`src/rtl/core_ldst_multiple_seq.sv`:
```
// LDM/STM sequencer: expands a decoded block transfer into word transfers.
// Ports: start/base/rn/reg_list/mode bits in, mem_* handshake, wb/done flags out.
module core_ldst_multiple_seq (
  input  logic        clk,
  input  logic        rst_n,
  input  logic        start,
  input  logic [31:0] base,
  input  logic [3:0]  rn,
  input  logic [15:0] reg_list,
  input  logic        increment,
  input  logic        pre_indexed,
  input  logic        load,
  input  logic        writeback,
  input  logic        user_regs,
  input  logic        restore_spsr,
  output logic        busy,
  output logic        mem_req,
  output logic [31:0] mem_addr,
  output logic        mem_write,
  input  logic        mem_ready,
  output logic [3:0]  xfer_reg,
  output logic        xfer_user,
  output logic        wb_valid,
  output logic [31:0] wb_value,
  output logic        done,
  output logic        pc_loaded,
  output logic        spsr_restore
);

  typedef enum logic [1:0] {
    IDLE,
    XFER,
    FINISH
  } state_t;

  state_t      state;
  logic [15:0] rem;
  logic        fin_wb;
  logic        fin_pc;
  logic        fin_sp;
  logic [31:0] fin_val;

  logic [4:0]  cnt;
  logic [31:0] span;
  logic [31:0] base_al;
  logic [31:0] start_addr;
  logic [31:0] wb_calc;
  logic [15:0] rem_next;

  function automatic logic [4:0] popcnt(
    input logic [15:0] v
  );
    logic [4:0] c;
    c = '0;
    for (int i = 0; i < 16; i++)
      c = c + {4'd0, v[i]};
    return c;
  endfunction

  function automatic logic [3:0] lowest(
    input logic [15:0] v
  );
    logic [3:0] r;
    r = '0;
    for (int i = 15; i >= 0; i--)
      if (v[i]) r = 4'(i);
    return r;
  endfunction

  // Empty list still spans 16 words.
  always_comb begin
    cnt     = popcnt(reg_list);
    span    = (reg_list == '0) ? 32'd64
                               : {25'd0, cnt, 2'b00};
    base_al = {base[31:2], 2'b00};
    start_addr = base_al;
    unique case ({increment, pre_indexed})
      2'b10:   start_addr = base_al;
      2'b11:   start_addr = base_al + 32'd4;
      2'b00:   start_addr = base_al - span + 32'd4;
      default: start_addr = base_al - span;
    endcase
    wb_calc  = increment ? base + span : base - span;
    // Drop the lowest set bit.
    rem_next = rem & (rem - 16'd1);
  end

  always_ff @(posedge clk or negedge rst_n) begin
    if (!rst_n) begin
      state        <= IDLE;
      rem          <= '0;
      fin_wb       <= 1'b0;
      fin_pc       <= 1'b0;
      fin_sp       <= 1'b0;
      fin_val      <= '0;
      busy         <= 1'b0;
      mem_req      <= 1'b0;
      mem_addr     <= '0;
      mem_write    <= 1'b0;
      xfer_reg     <= '0;
      xfer_user    <= 1'b0;
      wb_valid     <= 1'b0;
      wb_value     <= '0;
      done         <= 1'b0;
      pc_loaded    <= 1'b0;
      spsr_restore <= 1'b0;
    end else begin
      done         <= 1'b0;
      wb_valid     <= 1'b0;
      wb_value     <= '0;
      pc_loaded    <= 1'b0;
      spsr_restore <= 1'b0;
      unique case (state)
        IDLE: begin
          if (start) begin
            busy    <= 1'b1;
            rem     <= reg_list;
            // A loaded Rn overrides the writeback.
            fin_wb  <= writeback
                       && !(load && reg_list[rn]);
            fin_pc  <= load && reg_list[15];
            fin_sp  <= restore_spsr;
            fin_val <= wb_calc;
            if (reg_list == '0) begin
              state        <= FINISH;
              done         <= 1'b1;
              wb_valid     <= writeback;
              wb_value     <= wb_calc;
              spsr_restore <= restore_spsr;
            end else begin
              state     <= XFER;
              mem_req   <= 1'b1;
              mem_addr  <= start_addr;
              xfer_reg  <= lowest(reg_list);
              mem_write <= !load;
              xfer_user <= user_regs;
            end
          end
        end
        XFER: begin
          if (mem_ready) begin
            rem <= rem_next;
            if (rem_next == '0) begin
              state        <= FINISH;
              mem_req      <= 1'b0;
              mem_addr     <= '0;
              xfer_reg     <= '0;
              mem_write    <= 1'b0;
              xfer_user    <= 1'b0;
              done         <= 1'b1;
              wb_valid     <= fin_wb;
              wb_value     <= fin_val;
              pc_loaded    <= fin_pc;
              spsr_restore <= fin_sp;
            end else begin
              mem_addr <= mem_addr + 32'd4;
              xfer_reg <= lowest(rem_next);
            end
          end
        end
        FINISH: begin
          state <= IDLE;
          busy  <= 1'b0;
        end
        default: begin
          state <= IDLE;
          busy  <= 1'b0;
        end
      endcase
    end
  end

endmodule

```
`config.mk`:
```
export PLATFORM = sky130hd
export DESIGN_NAME = core_ldst_multiple_seq
export DESIGN_NICKNAME = d
export VERILOG_FILES = /design/src/rtl/core_ldst_multiple_seq.sv
export SDC_FILE = /design/constraint.sdc
export NUM_CORES = 1
export LEC_CHECK = 0
export ABC_CLOCK_PERIOD_IN_PS = 3400
export BUFFER_PORTS_ARGS = -buffer_cell sky130_fd_sc_hd__buf_2
export CORE_UTILIZATION = 45
export CTS_CLUSTER_SIZE = 10
export DETAILED_ROUTE_END_ITERATION = 8
export GPL_TIMING_DRIVEN = 0
export PLACE_DENSITY = 0.69
export SLEW_MARGIN = 20
export SYNTH_ARGS = -nofsm -noshare
export SYNTH_HDL_FRONTEND = slang
export SYNTH_SLANG_ARGS = --single-unit
```
`constraint.sdc`:
```
create_clock -name clk -period 3.4 [get_ports clk]
set_clock_uncertainty 0.05 [all_clocks]
set_input_delay 0.34 -clock clk [delete_from_list [all_inputs] [get_ports clk]]
set_output_delay 0.34 -clock clk [all_outputs]
set_load 0.05 [all_outputs]
```
* After elaboration in Yosys (flattened, before gate mapping)
Cells that the tools add are included.
W data, S select, Z words.
** Storage, ports and cells
- Register bits :: 129
- Latch bits :: 0
- Bits in writable memories :: 0
- ROM bits :: 0
- Input bits :: 62
- Logic and storage cells :: 156
- Memories :: 0
** Cells by class
- $add $sub $neg :: 22
- $mul :: 0
- Divide/modulo/power cells :: 0
- $lt $le $gt $ge :: 1
- Equality and inequality tests :: 7
- Shift operators :: 0
- Mux-type cells :: 91
- Bitwise operators :: 2
- Reduce and logical (&&, ||, !) cells :: 16
** Operators by type and width (number)
- $mux W32 :: 9
- $mux W4 :: 36
- $pmux W32 S2 :: 2
- $add A32 B3 Y32 const B :: 3
- $pmux W32 S3 :: 1
- $sub A32 B7 Y32 :: 2
- $add A5 B1 Y5 :: 11
- $add A32 B7 Y32 :: 1
- $logic_not A16 Y1 :: 2
- $mux W16 :: 2
- $pmux W16 S2 :: 1
- $mux W1 :: 25
- $and A16 B16 Y16 :: 1
- $sub A16 B1 Y16 const B :: 1
- $pmux W1 S2 :: 7
- $mux W2 :: 4
- $ne A2 B2 Y1 const B :: 4
- $pmux W4 S2 :: 1
- $mux W7 :: 1
- $reduce_and A3 Y1 :: 2
- $add A4 B1 Y5 :: 1
- $lt A4 B5 Y1 const B :: 1
- $reduce_and A5 Y1 :: 1
- $add A3 B1 Y4 :: 1
- 13 further kinds :: 19

* Depth between registers and ports, before layout
Gate-level depths: netlist (run 1).
- Depth in word-level cells :: 22
- Depth in mapped cells :: 27

* Worst setup path after synthesis (run 1)
OpenSTA, ideal clock, no wires.
- Path type :: input-to-reg
- Start :: input reg_list[0]
- End :: register mem_addr[26]
- Arrival :: 6.789 ns
- Slack :: -3.509 ns
- Stages :: 21
- Path through :: inv_1 fa_1 fa_1 fa_1 fa_1 inv_1 ha_1 fa_1 a21o_1 a21boi_1 ha_1 a21oi_1 nand2_1 clkbuf_1 or4b_2 a222oi_1 nand4_2 nor3_2 mux2_2 or3_1 nand3_1
** On the way
- Longest elaborated chain between the ends :: 22
- Elaborated cells between the ends (all ways) :: 25
- Those cells by class :: add/sub: 17; eq/ne: 1; mux: 5; reduce/logical: 2
** Ends and longest elaborated chain
- start, declared :: line 9 : input logic [15:0] reg_list,
- $add A1 B1 Y2 :: line 56 : c = c + {4'd0, v[i]};
- $add A2 B1 Y3 :: line 56
- $add A3 B1 Y4 :: line 56
- $add A4 B1 Y5 :: line 56
- $add A5 B1 Y5 (11 in series) :: line 56
- $mux W7 :: line 73 : span = (reg_list == '0) ? 32'd64
- $sub A32 B7 Y32 :: line 80, 81
- $add A32 B3 Y32 :: line 80 : 2'b00: start_addr = base_al - span + 32'd4;
- $pmux W32 S3 :: line 77 : unique case ({increment, pre_indexed})
- $mux W32 :: line 124 : if (reg_list == '0) begin
- $mux W32 :: line 115 : if (start) begin
- $pmux W32 S2 :: line 113 : unique case (state)
- end signal, assigned :: line 133 : mem_addr <= start_addr;
- end signal, assigned :: line 156 : mem_addr <= mem_addr + 32'd4;
- end, declared :: line 18 : output logic [31:0] mem_addr,
Several ways; a longest one is shown, not always the timed one. The select of a mux whose other input is x is not followed.
A chain may end at the register's enable or synchronous reset.

* Final worst setup path (run 1)
- Start :: input reg_list[7]
- End :: register mem_addr[23]
** On the way
- Longest elaborated chain between the ends :: 16
- Elaborated cells between the ends (all ways) :: 19
- Those cells by class :: add/sub: 11; eq/ne: 1; mux: 5; reduce/logical: 2
** Ends and longest elaborated chain (line)
- $add A5 B1 Y5 (9 in series) :: 56
- $mux W7 :: 73
- $sub A32 B7 Y32 :: 80, 81
- $add A32 B3 Y32 :: 80
- $pmux W32 S3 :: 77
- $mux W32 :: 124
- $mux W32 :: 115
- $pmux W32 S2 :: 113
Several ways; a longest one is shown, not always the timed one. The select of a mux whose other input is x is not followed.

==> summary.md, run 1 <==
Timing
* **Hold Violations, Final** 0
* **unrepaired setup endpoints after global routing** true
* **FMAX** 0.161 GHz
* **setup_tns** -196.68 ns
* **Final WS setup** -2.81 ns
* **number of setup violations in the final report** 92
* **count of final max-slew check failures** 0
* **slew of the pin with the lowest slew margin** 0.866 ns
* **Final Cycle Share** 1.83
* **final period demand of the worst path** 6.21 ns
* **worst-case headroom to the max-slew limit** 0.417

Global route
* **wire length of the first global-routing pass** 64600 um
* **pin count of the biggest net entering global routing** 78
* **number of antenna violations at the first check in global routing** 0
* **total global-route track usage** 0.323
* **via count of the first global-routing pass** 11700
* **Overflow after GRT** 0

Logic synthesis
* **yosys synthesis warning count** 0
* **leading post-synthesis cells by cell area** sky130_fd_sc_hd__dfrtp_1 (28%), sky130_fd_sc_hd__nand2_1 (5.7%), sky130_fd_sc_hd__ha_1 (5.3%)
* **Post-synth EDFFs** 0
* **post-synthesis instance total** 1392
* **share of async-settable or async-resettable flops after synthesis** 1.00
* **ranking of synthesized cells by instance count** sky130_fd_sc_hd__nand2_1 (169), sky130_fd_sc_hd__dfrtp_1 (127), sky130_fd_sc_hd__o21ai_0 (116)
* **netlist area before placement** 0.0112 mm^2
* **number of synthesized register bits** 127
* **sequential-to-total area share from yosys stat** 0.285
* **Post-Syn Area per Cell** 8.01 um^2
* **Post-synth top flop** sky130_fd_sc_hd__dfrtp_1
* **library cells used by synthesis** 82
* **cell type with the largest total area after synthesis** sky130_fd_sc_hd__dfrtp_1
* **top cell type's share of synthesized area** 0.285
* **most instantiated library cell after synthesis** sky130_fd_sc_hd__nand2_1

Final layout
* **total area of multi-input combinational cells** 0.00897 mm^2
* **fill cell count** 1994
* **number of antenna repair diodes** 0
* **nets@finish** 1755
* **layout overhead on the synthesized area** 37.4%
* **share of cells above drive strength 1** 0.327
* **Post-Route Utilization** 0.630
* **area taken by flip-flops and latches** 0.00318 mm^2
* **largest registers in the final layout** fin_val: 32 flops, wb_value: 32 flops, mem_addr: 30 flops

Detailed routing
* **overall via count from detail_route** 12500
* **Via-to-Cell Ratio** 6.35
* **number of iterations in the first detailed-routing pass** 8
* **iteration-0 DRC count of the detailed router** 1269
* **Avg WL per Cell** 21.7 um
* **Detailed Route WL** 42800 um
* **drc violations** 0
* **number of nets with antenna violations after detailed routing** 0

Setup path
* **Worst Path Max Fanout** 4
* **highest-delay cell along the critical path** sky130_fd_sc_hd__fa_2
* **CP cell instances** buf_2, inv_2, fa_1, fa_1, fa_2, fa_1, inv_2, ha_4, fa_2, nand2_4, fa_2, a211oi_4, o211ai_1, buf_4, buf_6, or4_4, a222oi_1, buf_4, nand3_1, nor4_4, xor2_1, mux2_4, o21ai_1
* **worst reg2reg setup slack** -0.33 ns
* **worst endpoint data arrival time** 6.51 ns
* **Worst path max stage delay** 0.57 ns
* **Crit Path Category** input pin to flip-flop
* **sort of element at the start of the critical path** input pin
* **crit end category** flip-flop
* **critical path required time** 3.69 ns
* **Register-to-Register Path Depth** 13

Power
* **maximum vdd drop** 0.000578 V
* **power per cell area** 975 mW/mm^2
* **leakage power summed over all cells** 0.00644 uW

Placed design
* **worst slack, placed** -4.14 ns
* **weighted congestion reported at the end of routability-driven placement** 0.959
* **HPWL after detailed placement** 29800 um
* **number of buffers added on ports** 135

Min path
* **worst hold stages** 3
* **type of the most critical hold path** input pin to flip-flop

Die
* **area of the core** 0.0243 mm^2
* **number of standard-cell rows in the floorplan** 57
* **IO Count** 138
* **starting density of the core** 0.459
* **area enclosed by the die boundary** 0.0254 mm^2
* **Vert. Die Dim** 159 um
* **width of the die** 159 um

Run status
* **failing checks** negative setup slack
* **run status** finished, violations left

Flow run
* **maxcap violations** 0

CTS
* **clock-pin slew of the registers on the worst-case setup and hold paths** 0.06 ns
* **TritonCTS clock tree** yes
* **clock latency reported for the late side of the worst-skew pair** 0.43 ns
* **buffer type at the clock tree root** sky130_fd_sc_hd__clkbuf_16
* **buffer levels on the longest clock path** 2
* **count of H-tree levels built during CTS** 4
* **number of sinks driven by the clock tree** 127
* **CTS Buf Count** 17

## stage by stage
step           hold WS (ns)  instance area [um^2]  cells  power (uW)
4_1_cts              0.0607                 14400   1940       13200
2_1_floorplan      -0.00559                 11600   1393        8360
3_5_place_dp          0.232                 12700   1853       10300
3_3_place_gp          0.405                 12600   1852       10100
5_1_grt              0.0836                 15300   1971       15700
6_report             0.0765                 15300   1971       14900
## cells in the final DEF, fill, tap and decap left out, types with 13 or more instances in the layout
cell type                   instances
sky130_fd_sc_hd__nand2_1          156
sky130_fd_sc_hd__a31oi_1           15
sky130_fd_sc_hd__xnor2_1           28
sky130_fd_sc_hd__ha_1              24
sky130_fd_sc_hd__xnor2_2           17
sky130_fd_sc_hd__nand3_1           45
sky130_fd_sc_hd__buf_2            130
sky130_fd_sc_hd__mux2_2            18
sky130_fd_sc_hd__buf_6             26
sky130_fd_sc_hd__a21oi_2           21
sky130_fd_sc_hd__ha_4              20
sky130_fd_sc_hd__a21o_1            25
sky130_fd_sc_hd__o21ai_1           20
sky130_fd_sc_hd__clkbuf_1          61
sky130_fd_sc_hd__inv_1             48
sky130_fd_sc_hd__dfrtp_1          127
sky130_fd_sc_hd__and2_1            14
sky130_fd_sc_hd__o21ai_2           13
sky130_fd_sc_hd__o21ai_0           86
sky130_fd_sc_hd__nor4_1            20
sky130_fd_sc_hd__or4_1             13
sky130_fd_sc_hd__nor2_1            78
sky130_fd_sc_hd__buf_4             67
sky130_fd_sc_hd__or3_1             13
sky130_fd_sc_hd__xor2_1            17
sky130_fd_sc_hd__nor3_1            29
sky130_fd_sc_hd__clkbuf_16         17
sky130_fd_sc_hd__a21oi_1           67
sky130_fd_sc_hd__a22o_1            33
sky130_fd_sc_hd__o211ai_1          16
## timing repair
| action | in CTS | in global routing |
|---|---|---|
| endpoints found under the hold margin | 50 | 0 |
| pin swaps | 68 | 71 |
| endpoints found under the setup margin | 101 | 102 |
| setup buffers | 53 | 33 |
| gates cloned | 2 | 0 |
| gates resized for setup | 153 | 130 |
| hold buffers | 1 | 0 |
## logic make-up after synthesis
group / Yosys count / share of synthesized area
flops: 127 / 0.285
xor+xnor: 72 / 0.0565
simple gates: 527 / 0.244
compound gates: 423 / 0.246
mux: 34 / 0.0386
fa+ha+maj: 63 / 0.0779
buf+inv: 145 / 0.0521
other cells: 1 / 0.000336
## power by group
group	internal [uW]	switching [uW]
sequential	2060	454
combinational	4290	6290
clock	984	853
total	7340	7600
## critical path: cells and delay by family
family / cells / cell delay, ns
compound gates: 4 / 0.84
fa+ha+maj: 7 / 3.07
buf+inv: 6 / 0.75
simple gates: 4 / 0.89
mux: 1 / 0.34
xor+xnor: 1 / 0.23
## per-layer routing
layer | part of all wire | track usage | vias up | wire length [um]
li1 | - | - | 5625 | -
met3 | 0.090 | 0.0458 | 132 | 3850
met1 | 0.40 | 0.441 | 6047 | 17200
met2 | 0.46 | 0.515 | 709 | 19800
met5 | 0 | 0 | - | 0
met4 | 0.045 | 0.130 | 0 | 1910
## worst paths after layout
kind / from / to
min in group asynchronous: rst_n / rem[11]
worst min-delay path: base[0] / fin_val[0]
worst min register to register: fin_pc / fin_pc
max in group asynchronous: rst_n / fin_val[17]
worst max-delay path: reg_list[7] / mem_addr[23]
worst max register to register: rem[2] / mem_addr[23]
## layout make-up
| cell class | count | share of cell area |
|---|---|---|
| Multi-Input combinational cell | 1122 | 0.586 |
| Clock inverter | 15 | 0.0109 |
| Clock buffer | 17 | 0.0278 |
| Buffer | 82 | 0.0251 |
| Sequential cell | 127 | 0.207 |
| Inverter | 62 | 0.0171 |
| Timing Repair Buffer | 222 | 0.0996 |
| Tap cell | 324 | 0.0265 |
Note: power is estimated with default switching activity, not from simulation.
==> run 2, diff against run 1 <==
- CAP_MARGIN: default -> 30
- CORE_MARGIN: default -> 10
==> run 2 against run 1 <==
The flow still finishes with violations (negative setup slack); register-to-register slack improved by 0.14 ns; critical path depth did not move; clock power barely moved; sequential power barely moved; hold slack improved by 0.0069 ns; final cell count fell by 0.61%; critical path type unchanged; highest routed layer unchanged.
==> summary.md, run 2 (synthesis gave the netlist of run 1 again) <==
Detailed routing
* **overall via count from detail_route** 12400, -1.1%
* **drc violations** 0, unchanged
* **number of iterations in the first detailed-routing pass** 5, -3
* **iteration-0 DRC count of the detailed router** 1473, +16%
* **Via-to-Cell Ratio** 6.32, -0.51%
* **Detailed Route WL** 43600 um, +1.9%
* **number of nets with antenna violations after detailed routing** 0, unchanged
* **Avg WL per Cell** 22.3 um, +2.5%

Run status
* **failing checks** negative setup slack
* **run status** finished, violations left

Final layout
* **finished layout cell area** 0.0151 mm^2, -1.2%
* **Post-Route Utilization** 0.623, -0.00741
* **fill cell count** 2062, +3.4%
* **largest registers in the final layout** fin_val: 32 flops, wb_value: 32 flops, mem_addr: 30 flops
* **most common cell after layout, fill and taps aside** sky130_fd_sc_hd__nand2_1
* **most frequent cells in the layout** sky130_fd_sc_hd__nand2_1 (158), sky130_fd_sc_hd__buf_2 (127), sky130_fd_sc_hd__dfrtp_1 (127), sky130_fd_sc_hd__o21ai_0 (84), sky130_fd_sc_hd__nor2_1 (78)
* **Post-Layout Cell Count** 1959, -0.61%
* **share of cells above drive strength 1** 0.315, -0.0119
* **nets@finish** 1741, -0.80%
* **layout overhead on the synthesized area** 35.8%

Power
* **maximum vdd drop** 0.000556 V, -3.8%
* **leakage power summed over all cells** 0.00634 uW, -1.5%
* **power per cell area** 961 mW/mm^2, -1.4%

Setup path
* **sort of element at the start of the critical path** input pin
* **worst endpoint data arrival time** 6.50 ns, about the same
* **critical path required time** 3.69 ns, about the same
* **Crit Path Category** input pin to flip-flop
* **crit end category** flip-flop
* **Worst Path Max Fanout** 9, +5

Global route
* **total global-route track usage** 0.261, -0.0622
* **Overflow after GRT** 0, unchanged
* **wire length of the first global-routing pass** 65000 um, +0.73%
* **number of antenna violations at the first check in global routing** 2, +2
* **pin count of the biggest net entering global routing** 85, +9.0%
* **via count of the first global-routing pass** 11600, -1.2%

Placed design
* **weighted congestion reported at the end of routability-driven placement** 0.973, +1.5%
* **HPWL after detailed placement** 31300 um, +5.1%
* **cell total after placement** 1853, unchanged
* **placed cell area** 0.0127 mm^2, unchanged
* **number of buffers added on ports** 135, unchanged

Timing
* **Final WS setup** -2.81 ns, +0.00284 ns
* **count of final max-slew check failures** 0, unchanged
* **final period demand of the worst path** 6.21 ns, -0.00284 ns
* **number of setup violations in the final report** 88, -4.3%
* **unrepaired setup endpoints after global routing** true
* **Hold Violations, Final** 0, unchanged
* **Final Cycle Share** 1.83, about the same
* **final worst hold slack** 0.0834 ns, +0.00688 ns
* **worst-case headroom to the max-slew limit** 0.363, -0.0544
* **FMAX** 0.161 GHz, about the same
* **slew of the pin with the lowest slew margin** 0.947 ns, +0.0809 ns

Die
* **starting density of the core** 0.459, unchanged
* **width of the die** 177 um, +11%
* **IO Count** 138, unchanged
* **area enclosed by the die boundary** 0.0315 mm^2, +24%
* **area of the core** 0.0243 mm^2, unchanged
* **number of standard-cell rows in the floorplan** 57, unchanged
* **Vert. Die Dim** 177 um, +11%

Min path
* **type of the most critical hold path** input pin to flip-flop

CTS
* **clock-pin slew of the registers on the worst-case setup and hold paths** 0.07 ns, about the same
* **CTS Buf Count** 17, unchanged
* **count of H-tree levels built during CTS** 4, unchanged
* **buffer type at the clock tree root** sky130_fd_sc_hd__clkbuf_16
* **TritonCTS clock tree** yes
* **number of sinks driven by the clock tree** 127, unchanged
* **clock latency reported for the late side of the worst-skew pair** 0.43 ns, about the same
* **buffer levels on the longest clock path** 2, unchanged

Flow run
* **maxcap violations** 0, unchanged

run 2: cell count changes in the layout (fill, tap and decap cells not counted), sizes merged:
cell    change
nand4       -1
clkbuf      -3
inv         +1
diode       +2
clkinv      -1
buf        -10
run 2: power breakdown:
part           switching (uW)  internal (uW)
registers                 448           2060
clock network             858            986
logic                    6160           4040
run 2: layer usage:
metal | global-route usage | wire (um)
met1 | 0.342 | 17600
met2 | 0.416 | 20700
met3 | 0.0525 | 3740
met4 | 0.0969 | 1560
met5 | 0 | 0
run 2: path summary, 6_finish.rpt:
check                      slack, ns  depth (start not counted)            to         start
hold / removal                  0.08                          3        fin_sp  restore_spsr
min in group asynchronous       0.35                          2   fin_val[21]         rst_n
max in group asynchronous       2.16                          3    fin_val[9]         rst_n
setup reg to reg               -0.19                         11  mem_addr[23]        rem[2]
hold reg to reg                 0.42                          2    fin_val[6]    fin_val[6]
setup / recovery               -2.81                         23  mem_addr[23]  reg_list[13]
run 2: cell type report:
type | count | area (um^2) | area share
well taps | 324 | 405 | 0.0268
repair buffers | 212 | 1470 | 0.0967
flip-flops and latches | 127 | 3180 | 0.210
inverters | 62 | 273 | 0.0180
clock buffers | 17 | 425 | 0.0281
multi-input cells | 1121 | 8850 | 0.584
diodes | 2 | 5.00 | 0.000330
clock inverters | 15 | 168 | 0.0111
plain buffers | 79 | 378 | 0.0250
run 2: per-stage QoR:
stage	TNS, ns	total power [uW]	worst slack [ns]
after global placement	-260.77	10200	-4.08
after floorplan	-177.77	8360	-2.85
after global routing	-207.76	15400	-2.99
after detailed placement	-263.98	10400	-4.15
after CTS	-194.58	13100	-2.84
final	-193.76	14600	-2.81
run 2: timing repair:
action	4_1_cts	5_1_grt
pin swaps	77	78
gates resized for setup	154	119
endpoints found under the setup margin	101	103
hold buffers	1	0
buffers inserted	43	35
endpoints found under the hold margin	43	0
run 2: critical path, stage by stage:
cell,delay (ns)
sky130_fd_sc_hd__buf_8,0.09
sky130_fd_sc_hd__inv_8,0.03
sky130_fd_sc_hd__fa_1,0.49
sky130_fd_sc_hd__fa_1,0.58
sky130_fd_sc_hd__fa_1,0.45
sky130_fd_sc_hd__fa_1,0.52
sky130_fd_sc_hd__inv_2,0.05
sky130_fd_sc_hd__ha_4,0.15
sky130_fd_sc_hd__fa_2,0.38
sky130_fd_sc_hd__a21o_1,0.20
sky130_fd_sc_hd__a21boi_4,0.18
sky130_fd_sc_hd__ha_4,0.26
sky130_fd_sc_hd__a21oi_4,0.26
sky130_fd_sc_hd__nand2_2,0.12
sky130_fd_sc_hd__buf_8,0.18
sky130_fd_sc_hd__or4b_4,0.50
sky130_fd_sc_hd__a222oi_1,0.35
sky130_fd_sc_hd__buf_4,0.20
sky130_fd_sc_hd__nand3_2,0.14
sky130_fd_sc_hd__nor4_4,0.31
sky130_fd_sc_hd__xor2_1,0.19
sky130_fd_sc_hd__mux2_2,0.37
sky130_fd_sc_hd__o21ai_2,0.14
